$ cat config.mk
export PLATFORM = sky130hd
export DESIGN_NAME = mem_stage
export DESIGN_NICKNAME = d
export VERILOG_FILES = /design/src/rtl/mem_stage.sv
export SDC_FILE = /design/constraint.sdc
export NUM_CORES = 1
export LEC_CHECK = 0
export BUFFER_PORTS_ARGS = -buffer_cell sky130_fd_sc_hd__buf_2
export CAP_MARGIN = 0
export CORE_AREA = 2 2 161 163
export CTS_BUF_LIST = sky130_fd_sc_hd__clkbuf_8
export CTS_CLUSTER_SIZE = 24
export DETAILED_ROUTE_END_ITERATION = 6
export DIE_AREA = 0 0 163 165
export GPL_TIMING_DRIVEN = 1
export PLACE_DENSITY = 0.63
export SLEW_MARGIN = 0
export SYNTH_ARGS = -nofsm -noshare
export SYNTH_HDL_FRONTEND = slang
export SYNTH_SLANG_ARGS = --single-unit
$ cat constraint.sdc
create_clock -name clock -period 4.4 [get_ports clock]
set_clock_uncertainty 0.05 [all_clocks]
set_input_delay 0.66 -clock clock [delete_from_list [all_inputs] [get_ports clock]]
set_output_delay 0.66 -clock clock [all_outputs]
set_load 0.01 [all_outputs]
$ cat src/rtl/mem_stage.sv
// MEM pipeline stage: load/store bus sequencing, lane alignment and the MEM-WB register.
// Optional feature: define MEM_MISALIGN_TRAP_EN to abort misaligned LH/LHU/SH/LW/SW with bus_err_op.
package mem_stage_pkg;
  typedef enum logic [2:0] {LB, LH, LW, LBU, LHU, SB, SH, SW} load_store_func_code;
  typedef enum logic [1:0] {WB_ALU, WB_LOAD, WB_PC4, WB_UIMM} write_back_mux_selector;
endpackage

module mem_stage
  import mem_stage_pkg::*;
#(
  parameter int TIMEOUT_CYCLES = 255
) (
  input  logic                   clock,
  input  logic                   reset,
  input  logic                   lsu_enable_ip,
  input  load_store_func_code    lsu_operator_ip,
  input  logic [31:0]            alu_result_ip,
  input  logic                   alu_valid_ip,
  input  logic [31:0]            mem_wdata_ip,
  input  write_back_mux_selector wb_mux_ip,
  input  logic [4:0]             write_reg_addr_ip,
  input  logic [31:0]            pc_addr_ip,
  input  logic [31:0]            uimmd_ip,
  output logic                   data_req_op,
  output logic [31:0]            data_addr_op,
  output logic                   data_we_op,
  output logic [3:0]             data_be_op,
  output logic [31:0]            data_wdata_op,
  input  logic                   data_gnt_ip,
  input  logic                   data_rvalid_ip,
  input  logic [31:0]            data_rdata_ip,
  output logic                   mem_stall_op,
  output logic [31:0]            fw_mem_data_op,
  output logic                   bus_err_op,
  output logic                   wb_valid_op,
  output logic [31:0]            wb_load_data_op,
  output logic [31:0]            wb_alu_result_op,
  output write_back_mux_selector wb_mux_op,
  output logic [4:0]             wb_write_reg_addr_op,
  output logic [31:0]            wb_pc_addr_op,
  output logic [31:0]            wb_uimmd_op
);
  typedef enum logic [1:0] {IDLE, WAIT_GNT, WAIT_RVALID} state_t;

  localparam logic [7:0] TO_LAST = 8'(TIMEOUT_CYCLES - 1);

  state_t      state_q, state_n;
  logic [7:0]  cnt_q;
  logic [1:0]  ofs;
  logic        is_store, is_byte, is_half, trap, lsu_go, timeout;
  logic        done, load_done, err_n, wb_valid_n;
  logic [7:0]  rbyte;
  logic [15:0] rhalf;
  logic [31:0] load_data;

  assign ofs      = alu_result_ip[1:0];
  assign is_store = lsu_operator_ip inside {SB, SH, SW};
  assign is_byte  = lsu_operator_ip inside {LB, LBU, SB};
  assign is_half  = lsu_operator_ip inside {LH, LHU, SH};
  // Requests are masked while reset is high so nothing is issued before the first edge.
  assign lsu_go   = !reset && lsu_enable_ip && alu_valid_ip;
  // Abort on the TIMEOUT_CYCLES-th waiting cycle (counter starts at 0 on entry).
  assign timeout  = (cnt_q == TO_LAST);

`ifdef MEM_MISALIGN_TRAP_EN
  assign trap = is_half ? ofs[0] : (!is_byte && (ofs != 2'b00));
`else
  assign trap = 1'b0;
`endif

  assign data_addr_op   = {alu_result_ip[31:2], 2'b00};
  assign data_we_op     = is_store;
  assign fw_mem_data_op = alu_result_ip;

  always_comb begin
    data_be_op    = 4'b1111 << ofs;
    data_wdata_op = mem_wdata_ip;
    if (is_byte) begin
      data_be_op    = 4'b0001 << ofs;
      data_wdata_op = {4{mem_wdata_ip[7:0]}};
    end else if (is_half) begin
      data_be_op    = 4'b0011 << {ofs[1], 1'b0};
      data_wdata_op = {2{mem_wdata_ip[15:0]}};
    end
  end

  always_comb begin
    rbyte = data_rdata_ip[{ofs, 3'b000} +: 8];
    rhalf = ofs[1] ? data_rdata_ip[31:16] : data_rdata_ip[15:0];
    case (lsu_operator_ip)
      LB:      load_data = {{24{rbyte[7]}}, rbyte};
      LBU:     load_data = {24'd0, rbyte};
      LH:      load_data = {{16{rhalf[15]}}, rhalf};
      LHU:     load_data = {16'd0, rhalf};
      default: load_data = data_rdata_ip;
    endcase
  end

  always_comb begin
    state_n     = state_q;
    data_req_op = 1'b0;
    done        = 1'b0;
    load_done   = 1'b0;
    err_n       = 1'b0;
    case (state_q)
      IDLE: if (lsu_go) begin
        if (trap) err_n = 1'b1;
        else begin
          data_req_op = 1'b1;
          if (!data_gnt_ip) state_n = WAIT_GNT;
          else if (is_store) done = 1'b1;
          else state_n = WAIT_RVALID;
        end
      end
      WAIT_GNT: begin
        data_req_op = !reset;
        if (data_gnt_ip) begin
          done    = is_store;
          state_n = is_store ? IDLE : WAIT_RVALID;
        end else if (timeout) begin
          state_n = IDLE;
          err_n   = 1'b1;
        end
      end
      WAIT_RVALID: begin
        if (data_rvalid_ip) begin
          done      = 1'b1;
          load_done = 1'b1;
          state_n   = IDLE;
        end else if (timeout) begin
          state_n = IDLE;
          err_n   = 1'b1;
        end
      end
      default: state_n = IDLE;
    endcase
    // Stall exactly when the instruction stays in flight past this edge.
    mem_stall_op = (state_n != IDLE);
    wb_valid_n   = lsu_enable_ip ? done : alu_valid_ip;
  end

  always_ff @(posedge clock or posedge reset) begin
    if (reset) begin
      state_q              <= IDLE;
      cnt_q                <= 8'd0;
      bus_err_op           <= 1'b0;
      wb_valid_op          <= 1'b0;
      wb_load_data_op      <= 32'd0;
      wb_alu_result_op     <= 32'd0;
      wb_mux_op            <= WB_ALU;
      wb_write_reg_addr_op <= 5'd0;
      wb_pc_addr_op        <= 32'd0;
      wb_uimmd_op          <= 32'd0;
    end else begin
      state_q              <= state_n;
      cnt_q                <= (state_n == IDLE || state_n != state_q) ? 8'd0 : cnt_q + 8'd1;
      bus_err_op           <= err_n;
      wb_valid_op          <= wb_valid_n;
      wb_alu_result_op     <= alu_result_ip;
      wb_mux_op            <= wb_mux_ip;
      wb_write_reg_addr_op <= write_reg_addr_ip;
      wb_pc_addr_op        <= pc_addr_ip;
      wb_uimmd_op          <= uimmd_ip;
      if (load_done) wb_load_data_op <= load_data;
    end
  end
endmodule

**Word level (Yosys, flattened, before mapping)**

Index checks and enable logic that the tools add are counted.

- Bits in registers: 147
- Bits of input ports: 176
- Output and inout bits: 240
- Logic and storage cells: 65

- $add $sub $neg: 1
- Eq/ne operators: 10
- Shift-type cells: 4
- Muxes and demuxes: 29
- Reduce and logical (&&, ||, !) cells: 11

Operator list:

| cell | number |
|---|---|
| 32-bit one-hot mux with 4 select lines | 1 |
| 32-bit 2-to-1 mux | 2 |
| 32-bit by 6-bit variable part select with 8-bit output | 1 |
| 16-bit 2-to-1 mux | 1 |
| 2-bit 2-to-1 mux | 7 |
| 3-bit equality test (second input constant) | 4 |
| 1-bit 2-to-1 mux | 11 |
| 3-bit nonzero test | 3 |
| 8-bit by 1-bit adder with 8-bit output (second input constant) | 1 |
| 8-bit equality test (second input constant) | 1 |
| 4-bit 2-to-1 mux | 2 |
| 8-bit 2-to-1 mux | 1 |
| 2-bit one-hot mux with 3 select lines | 1 |
| 2-bit zero test | 2 |
| 1-bit one-hot mux with 2 select lines | 2 |
| 1-bit by 2-bit left shift with 4-bit output (first input constant) | 1 |
| 2-bit by 2-bit left shift with 4-bit output (first input constant) | 1 |
| 4-bit by 2-bit left shift with 4-bit output (first input constant) | 1 |
| 3-bit by 1-bit equality test with 1-bit output (second input constant) | 1 |
| 3-bit by 2-bit equality test with 1-bit output (second input constant) | 1 |
| 3-bit zero test | 1 |
| 1-bit one-hot mux with 3 select lines | 1 |
| 2-bit by 1-bit equality test with 1-bit output (second input constant) | 1 |
| 2-bit equality test (second input constant) | 1 |
| other kinds (5) | 6 |

**Logic depth before layout (Yosys ltp)**

- Depth after elaboration: 9
- Mapped depth: 9
- Depth with buffers taken out: 7

**Worst setup path after synthesis**

OpenSTA, ideal clock, no wires.

- Kind: input to output
- Start point: in lsu_operator_ip[1]
- End point: out mem_stall_op
- Arrival time: 1,907 ps
- Data required time: 3,690 ps
- Setup slack: 1,783 ps
- Stages: 7
- Path buffers: 2
- Path through: buf_2 -> o21ai_2 -> a41oi_1 -> a21oi_2 -> buf_4 -> nor2_1 -> a21oi_1

- Longest elaborated chain between the ends: 7
- Elaborated cells between the ends (all ways): 11
- Classes of those cells: eq/ne (3); mux (6); reduce/logical (2)

Ends and longest elaborated chain:

| item | RTL line | RTL |
|---|---|---|
| start: declaration | 16 | `input load_store_func_code lsu_operator_ip,` |
| 3-bit equality test | 57 | `assign is_store = lsu_operator_ip inside {SB, SH, SW};` |
| 3-bit nonzero test (*) | 57 |  |
| 2-bit 2-to-1 mux | 111 | `else if (is_store) done = 1'b1;` |
| 2-bit 2-to-1 mux | 110 | `if (!data_gnt_ip) state_n = WAIT_GNT;` |
| 2-bit 2-to-1 mux | 106 | `IDLE: if (lsu_go) begin` |
| 2-bit one-hot mux with 3 select lines (*) | 105 | `case (state_q)` |
| 2-bit nonzero test (*) | 138 | `mem_stall_op = (state_n != IDLE);` |
| end: declaration | 32 | `output logic mem_stall_op,` |

Mark *: on every way between the ends. The rest lies on a longest branch, timed or not.

**Final worst setup path**

- Start point: reg state_q[0]
- End point: out mem_stall_op

- Longest elaborated chain between the ends: 5
- Elaborated cells between the ends (all ways): 11
- Classes of those cells: eq/ne (2); mux (7); reduce/logical (2)

Ends and longest elaborated chain:

| item | RTL line | RTL |
|---|---|---|
| start: declaration | 47 | `state_t state_q, state_n;` |
| start signal: assignment | 155 | `state_q <= state_n;` |
| 2-bit 2-to-1 mux | 111 |  |
| 2-bit 2-to-1 mux | 110 |  |
| 2-bit 2-to-1 mux | 106 |  |
| 2-bit one-hot mux with 3 select lines (*) | 105 |  |
| 2-bit nonzero test (*) | 138 |  |

Marks and branches as above.

==> flow_metrics.tcl <==
set metrics [dict create \
    status "finished clean" \
    die_area_um2 26900 \
    final_area_um2 8790 \
    whs_ns 0.0774 \
    r2r_start "state_q[0]" \
    cts.repair.resized 0 \
    nNetsFinal 1108 \
    setup_violations 0 \
    via_count 5854 \
    crit_fanout 18 \
    endpoint_kind "primary output" \
    wl_per_cell_um 18.8 \
    rsz0062_at_grt "no" \
    cap_violations 0 \
    synth-seq-cells 147 \
    synth_cells 590 \
    initialDrtViolationCount 414 \
    startpoint_type "flop" \
    core-area_um2 25000 \
    slew_headroom_pct 25.2 \
    post_drt_via_cell_ratio 4.60 \
    worstPathRequired_ns 3.69 \
    total_power_mw 3.83 \
    grt-ovfl-total 0 \
    synth_edf_count 0 \
    synth_cell_types 57 \
    worstSetupStartpoint "state_q[0]" \
    crit_cells 8 \
    dp.final_hpwl_mm 18.1 \
    synth.top_cell.area_share_pct 56.1 \
    drc 0 \
    grt_pass1_wl_mm 34.0 \
    rrSetupSlack_ns 1.66 \
    synth_area_leaders "dfrtp_1 (56%), buf_4 (8.4%), nor2_1 (3.9%)" \
    ir_worst_vdd_mv 0.205 \
    setup_ws_ns 0.953 \
    path_buf_inv 2 \
    ys_async_sr_fraction_pct 100 \
    cellLeakagePower_nw 4.33 \
    path_cells "inv_1, ha_1, nor2b_1, o21ai_0, a21oi_2, nor2_1, a21oi_1, buf_2" \
    clk_pin_slew_ns 0.10 \
    grt_pass1_vias 5448 \
    hold_viol 0 \
    max_stage_delay_ns 0.72 \
    worst_r2r_endpoint "cnt_q[5]" \
    grtUsageTotal_pct 17.2 \
    layout_commonest_cell "buf_2" \
    r2r_cells 7 \
    period_share_pct 78.3 \
    io_buffers 413 \
    clock.fmax_ghz 0.290 \
    critical_path_class "flop to primary output" \
    grt_max_degree 142 \
    die_h_um 165 \
    critPathTopFamily "compound AO/OA/AOI/OAI gates" \
    floorplan.initialDensity_pct 26.2 \
    fin_setup_tns_ns 0 \
    routed_wl_mm 23.9 \
    drt-pass1-iter-count 7 \
    critPathArrivalTime_ns 2.74 \
    cts_max_level 4 \
    layout-drive-gt1-share_pct 51.0 \
    pin_count 416 \
    die_x_um 163 \
    cts-root-buf "clkbuf_8" \
    area_delta_synth_final_pct 34.0 \
    period_minus_slack_ns 3.45 \
    final_cell_mix "buf_2 (413), dfrtp_1 (147), nor2_1 (68), a21oi_1 (40), nand2_1 (35)" \
    crit_end "mem_stall_op" \
    ys_seq_area_share_pct 56.1 \
    tightest_slew_ns 1.12 \
    clock-sinks 147 \
    clk_latency_ns 0.44 \
    drv_slew 0 \
    yosysTopAreaCell "dfrtp_1" \
    slowest_stage "a21oi_2" \
    post_cts_buffers 0 \
    synth_area_um2 6560 \
    grt_antenna_before_repair 9 \
    cts_max_path_buffers 2 \
    place_congestion 0.822 \
    numCtsBuffers 17 \
    postCtsHoldBufs 0 \
    synth-main-ff-cell "dfrtp_1" \
    placed_cell_area_um2 8380 \
    ant_nets 0 \
    power_per_cell_area_nw_per_um2 436 \
    yosysWarningCount 0 \
    min_path_type "input port to asynchronous set/reset pin" \
    synth_area_per_cell_um2 11.1 \
    cts_tree "built" \
    placementRows 58 \
    dp_slack_ns 1.12 \
]
-- where the power goes --
group          switching (mW)  internal, mW  total (mW)
clock network           0.587         0.528        1.12
registers               0.105          1.55        1.66
logic                   0.658         0.404        1.06
total                    1.35          2.49        3.83
-- synthesized netlist by cell type (all sizes together), types with 5 or more instances --
master	count
a21oi	43
a221o	8
a221oi	8
a31oi	9
a32oi	7
buf	93
clkbuf	6
dfrtp	147
ha	6
inv	11
mux2	18
mux2i	15
nand2	36
nand2b	6
nand3	14
nor2	69
nor2b	7
nor3	5
o2111ai	8
o211ai	8
o21ai	26
o221ai	8
-- layer usage --
layer	wire, um	GRT usage, %	vias to the layer above
met3	1700	5.15	32
met4	376	5.63	10
met5	72	0	-
met1	9110	19.6	2824
li1	-	-	2690
met2	12600	30.7	298
-- final cells by class --
| cell class | instances | area, um^2 |
|---|---|---|
| multi-input combinational | 334 | 2150 |
| clock buffer | 18 | 248 |
| timing repair buffer | 415 | 2090 |
| inverter | 11 | 45.0 |
| tap | 330 | 413 |
| antenna | 4 | 10.0 |
| fill | 2598 | 16200 |
| sequential | 147 | 3680 |
| clock inverter | 14 | 153 |
-- cells by family (layout without fill, tap and decap cells) --
kind of cell	count (synthesis)	in the layout	share of synthesized area, %
buffers and inverters	110	458	11.2
AOI/OAI and AO/OA	136	136	14.5
and+or+nand+nor	151	151	10.3
muxes	35	35	6.07
xor gates and xnor gates	4	4	0.649
adders and majority gates	6	6	1.14
other	1	6	0.0572
DFF	147	147	56.1
-- through the flow --
step,std cells,utilization (%)
detailed placement,1237,33.5
CTS,1269,35.1
global placement,1237,33.5
global route,1271,35.1
floorplan,591,-
finish,1273,35.1
-- worst min-delay path by stage --
| stage | slack, ns | end | from |
|---|---|---|---|
| after floorplan | 0.47 | wb_load_data_op[0] | wb_load_data_op[0] |
| after global placement | 0.41 | wb_load_data_op[1] | wb_load_data_op[1] |
| after detailed placement | 0.42 | wb_load_data_op[4] | wb_load_data_op[4] |
| after CTS | 0.05 | wb_alu_result_op[22] | reset |
| after global routing | 0.05 | wb_alu_result_op[2] | reset |
| final | 0.08 | wb_alu_result_op[22] | reset |
-- registers in the layout (all words and copies together) (netlist names) --
register,cells
wb_uimmd_op,32
state_q,2
wb_valid_op,1
wb_pc_addr_op,32
bus_err_op,1
cnt_q,8
wb_write_reg_addr_op,5
wb_mux_op,2
wb_alu_result_op,32
wb_load_data_op,32
No activity file was read; power rests on OpenSTA's default activity.
